--- config.mk ---
export PLATFORM = sky130hd
export DESIGN_NAME = fifo_rd_ctrl
export DESIGN_NICKNAME = d
export VERILOG_FILES = /design/src/rtl/fifo_pkg.sv /design/src/rtl/fifo_sync_2ff.sv /design/src/rtl/fifo_rd_ctrl.sv
export SDC_FILE = /design/constraint.sdc
export NUM_CORES = 1
export LEC_CHECK = 0
export ABC_AREA = 1
export CORE_MARGIN = 4
export CORE_UTILIZATION = 47
export CTS_CLUSTER_SIZE = 12
export DETAILED_ROUTE_END_ITERATION = 10
export PLACE_DENSITY_LB_ADDON = 0.05
export SYNTH_ARGS = -nofsm -noshare
export SYNTH_HDL_FRONTEND = slang
export SYNTH_SLANG_ARGS = --single-unit
--- constraint.sdc ---
create_clock -name rclk -period 3 [get_ports rclk]
set_clock_uncertainty 0.05 [all_clocks]
set_input_delay 0.3 -clock rclk [delete_from_list [all_inputs] [get_ports rclk]]
set_output_delay 0.3 -clock rclk [all_outputs]
set_load 0.05 [all_outputs]
--- src/rtl/fifo_pkg.sv ---
// Shared definitions for both sides of the async FIFO: default sizes and Gray-code helpers.
package fifo_pkg;

    localparam int unsigned DSIZE_DEF = 8;
    localparam int unsigned ASIZE_DEF = 4;
    localparam int unsigned FUNC_W    = 32;

    // Width-independent: any pointer up to FUNC_W bits, zero-extended by the caller.
    function automatic logic [FUNC_W-1:0] bin2gray(input logic [FUNC_W-1:0] b);
        return b ^ (b >> 1);
    endfunction

    function automatic logic [FUNC_W-1:0] gray2bin(input logic [FUNC_W-1:0] g);
        logic [FUNC_W-1:0] b;
        b[FUNC_W-1] = g[FUNC_W-1];
        for (int i = int'(FUNC_W) - 2; i >= 0; i--) begin
            b[i] = b[i+1] ^ g[i];
        end
        return b;
    endfunction

endpackage

--- src/rtl/fifo_sync_2ff.sv ---
// Two-flop synchroniser for a Gray-coded pointer crossing into the local clock domain.
module fifo_sync_2ff #(
    parameter int unsigned W = 1
) (
    input  logic         clk,
    input  logic         rst_n,
    input  logic [W-1:0] d,
    output logic [W-1:0] q
);

    logic [W-1:0] q1;

    always_ff @(posedge clk or negedge rst_n) begin
        if (!rst_n) begin
            q1 <= '0;
            q  <= '0;
        end else begin
            q1 <= d;
            q  <= q1;
        end
    end

endmodule

--- src/rtl/fifo_rd_ctrl.sv ---
// Read-side controller of the async FIFO: pointer/empty/level tracking and a registered
// first-word-fall-through output stage with valid/ready handshake.
module fifo_rd_ctrl
    import fifo_pkg::*;
#(
    parameter int unsigned DSIZE = DSIZE_DEF,
    parameter int unsigned ASIZE = ASIZE_DEF
) (
    input  logic             rclk,
    input  logic             rrst_n,
    input  logic [ASIZE:0]   wptr,
    input  logic [DSIZE-1:0] mem_rdata,
    output logic [ASIZE-1:0] raddr,
    output logic [ASIZE:0]   rptr,
    output logic             rempty,
    output logic [ASIZE:0]   rlevel,
    output logic [DSIZE-1:0] dout,
    output logic             dout_valid,
    input  logic             dout_ready
);

    localparam int unsigned PTRW = ASIZE + 1;

    logic [PTRW-1:0] rq2;
    logic [PTRW-1:0] rbin;
    logic [PTRW-1:0] rbinnext;
    logic [PTRW-1:0] rgraynext;
    logic [PTRW-1:0] wbin_sync;
    logic            pop;

    fifo_sync_2ff #(.W(PTRW)) u_wptr_sync (
        .clk   (rclk),
        .rst_n (rrst_n),
        .d     (wptr),
        .q     (rq2)
    );

    // Pop whenever memory has data and the output register is free or being drained.
    always_comb begin
        pop       = !rempty && (!dout_valid || dout_ready);
        rbinnext  = rbin + PTRW'(pop);
        rgraynext = PTRW'(bin2gray(FUNC_W'(rbinnext)));
        wbin_sync = PTRW'(gray2bin(FUNC_W'(rq2)));
    end

    assign raddr = rbin[ASIZE-1:0];

    always_ff @(posedge rclk or negedge rrst_n) begin
        if (!rrst_n) begin
            rbin       <= '0;
            rptr       <= '0;
            rempty     <= 1'b1;
            rlevel     <= '0;
            dout       <= '0;
            dout_valid <= 1'b0;
        end else begin
            rbin   <= rbinnext;
            rptr   <= rgraynext;
            rempty <= (rgraynext == rq2);
            rlevel <= wbin_sync - rbinnext;
            if (pop) begin
                dout       <= mem_rdata;
                dout_valid <= 1'b1;
            end else if (dout_valid && dout_ready) begin
                dout_valid <= 1'b0;
            end
        end
    end

endmodule

==> run summary <==
Power Dens Cells: 1200 nW/um2
cell mode on critical path: nand2_1
critical-path cell list: a21oi_2 -> ha_1 -> ha_1 -> inv_1 -> fa_1 -> nand2_1 -> inv_1 -> o21ai_1 -> nand2_1 -> nand2_1 -> nand2_1
outcome: finished, final reports clean
Total Routing Usage GR: 0.158
final wirelength: 2.84 mm
Die X: 64.0 um
HPWL Detailed: 2.21 mm
Worst-path clk slew: 0.11 ns
WHS Endpoint: u_wptr_sync.q[3]
Synth top cells by count: 58 x nand2_1, 33 x dfrtp_1, 16 x inv_1
Synth area leaders: dfrtp_1 56%, nand2_1 15%, nand3_1 4.4%, ha_1 4.2%, inv_1 4.1%
EDFF count, synth: 0
critical path's top delay family: adder cells
CTS H-tree lvls: 2
maximum clock path buffer count: 2
DR vias: 1,156
I/O pin count: 40
maximum VDD drop: 537 uV
row count: 20
initial antenna violation count: 0
WL/cell: 11.4 um
Worst-Margin Slew: 0.512 ns
Setup violations, final: 0
Core Region: 3030 um2
max-slew violations: 0
grt ovf: 0
Slew Limit Headroom: 0.658
Final GP Congestion: 0.871
Synth async-reset ratio: 1.00
max_cap viols: 0
fmax: 417 MHz
CTS tree: done
final number of hold-violating endpoints: 0
WP data arrival: 2.59 ns
Die ar.: 4100 um2
clk sinks: 34
# DRC: 0
Port Buffers: 39
WP data required: 3.19 ns
worst min-delay path startpoint: u_wptr_sync.q1[3]
most numerous cell in the Yosys netlist: nand2_1
Inserted Diodes: 0
post-CTS setup buffers: 0
nets: 226
starting density of the core: 0.488
vias in the first global route: 1,136
Clk Latency, worst-skew pair: 0.33 ns
main flop type after synthesis: dfrtp_1
crit-path max FO: 5
first drt pass iteration count: 4
crit path launch type: flop
largest area contributor in the netlist: dfrtp_1
chip height: 64.0 um
antenna-violating nets left: 0
Synth top area share: 0.559
Worst path slowest cell: dfstp_2
final setup TNS: 0 ns
share of cells above drive strength 1: 0.107
Synth Cell Area: 1480 um2
Hold Crit Depth: 0
worst reg-to-reg setup slack: 0.60 ns
Crit Path Category: reg2reg
# resized after CTS: 0
Hold WC Path Type: reg2reg
CTS buffer count: 5
reg2reg start: rempty
routed vias/inst: 4.64
unrepaired setup endpoints after global routing: no
DRT iter0 DRCs: 79
worst path bufs/invs: 2
root buf cell: clkbuf_4
cells after synthesis: 156
Critical R2R Capture: rlevel[4]
CP Capture Type: flop
syn avg cell area: 9.46 um2
FF+latch count, synth: 34
total power: 2.39 mW
syn_nets: 178
sequential-to-total area share from yosys stat: 0.577
largest net degree at the start of global routing: 35
Warnings, synthesis: 0
Hold Buf Count CTS: 0
fin crit share: 0.798
slowest stage delay, CP: 0.56 ns
Tmin final: 2.40 ns
Lkg Pwr: 1.01 nW
Area Overhead vs Synth: 35.3%
R2R depth: 11
first-pass GRT wire length: 5.00 mm
post-synth cell types: 19
==> logic make-up (layout without fill, tap and decap cells) <==
group / Yosys count / after routing / share of synthesized area
xor gates and xnor gates: 5 / 5 / 0.0390
DFF: 34 / 34 / 0.577
buffers and inverters: 18 / 67 / 0.0458
and+or+nand+nor: 90 / 90 / 0.268
AOI/OAI and AO/OA: 3 / 3 / 0.0144
adders and majority gates: 6 / 6 / 0.0559
==> stage by stage <==
step | util | area (um2) | worst slack (ns) | instances | hold WS, ns
floorplan | - | 1480 | 0.456 | 156 | -0.0456
global placement | 0.640 | 1940 | 0.379 | 241 | 0.282
detailed placement | 0.640 | 1940 | 0.342 | 241 | 0.285
CTS | 0.660 | 2000 | 0.613 | 249 | 0.299
global route | 0.660 | 2000 | 0.414 | 249 | 0.316
finish | 0.660 | 2000 | 0.605 | 249 | 0.286
==> power by group <==
part	switching (mW)	internal (mW)
combinational	0.965	0.473
clock	0.148	0.114
sequential	0.0834	0.608
total	1.20	1.19
==> worst max path at each step <==
stage | startpoint | end | slack, ns | depth (start not counted)
3_5_place_dp | dout_ready | rlevel[3] | 0.34 | 13
3_3_place_gp | dout_ready | rlevel[3] | 0.38 | 13
4_1_cts | rempty | rlevel[4] | 0.61 | 11
6_report | rempty | rlevel[4] | 0.60 | 11
2_1_floorplan | dout_valid | rlevel[3] | 0.46 | 11
5_1_grt | rempty | rlevel[4] | 0.41 | 11
==> worst register-to-register path: cells and delay by family (launching register included) <==
family / cells / cell delay, ns
AO/OA/AOI/OAI: 2 / 0.21
AND/OR/NAND/NOR: 4 / 0.25
buffers and inverters: 2 / 0.19
flip-flops: 1 / 0.56
adder cells (fa/ha/maj): 3 / 1.04
==> cell usage in the layout, fill, tap and decap left out, types with 2 or more instances in the layout <==
master and n:
nand2_1 58, clkdlybuf4s50_1 39, dfrtp_1 33, inv_1 16, nand3_1 13, nand2_2 8
nor2_1 5, ha_1 5, clkbuf_4 5, nand4_1 4, xor2_1 3, inv_2 2
buf_4 2
==> flip-flops by register name, indices dropped and copies added, names as in the netlist <==
register and flops:
u_wptr_sync.q 5, u_wptr_sync.q1 5, dout 8, rempty 1, rlevel 5, dout_valid 1, rbin 5, rptr 4
==> metal layers <==
| metal | GRT usage | up-vias | part of all wire |
|---|---|---|---|
| met1 | 0.180 | 536 | 0.43 |
| met4 | 0.0566 | 0 | 0.018 |
| li1 | - | 580 | - |
| met3 | 0.0562 | 7 | 0.061 |
| met2 | 0.272 | 33 | 0.49 |
| met5 | 0 | - | 0 |
==> final cells by class <==
class	instances	area [um2]
clock inverters	1	5.00
flip-flops and latches	34	852
clock buffers	7	55.1
fillers	256	1030
inverters	18	67.6
multi-input cells	104	557
well taps	44	55.1
repair buffers	41	405
Note: power is estimated with default switching activity, not from simulation.
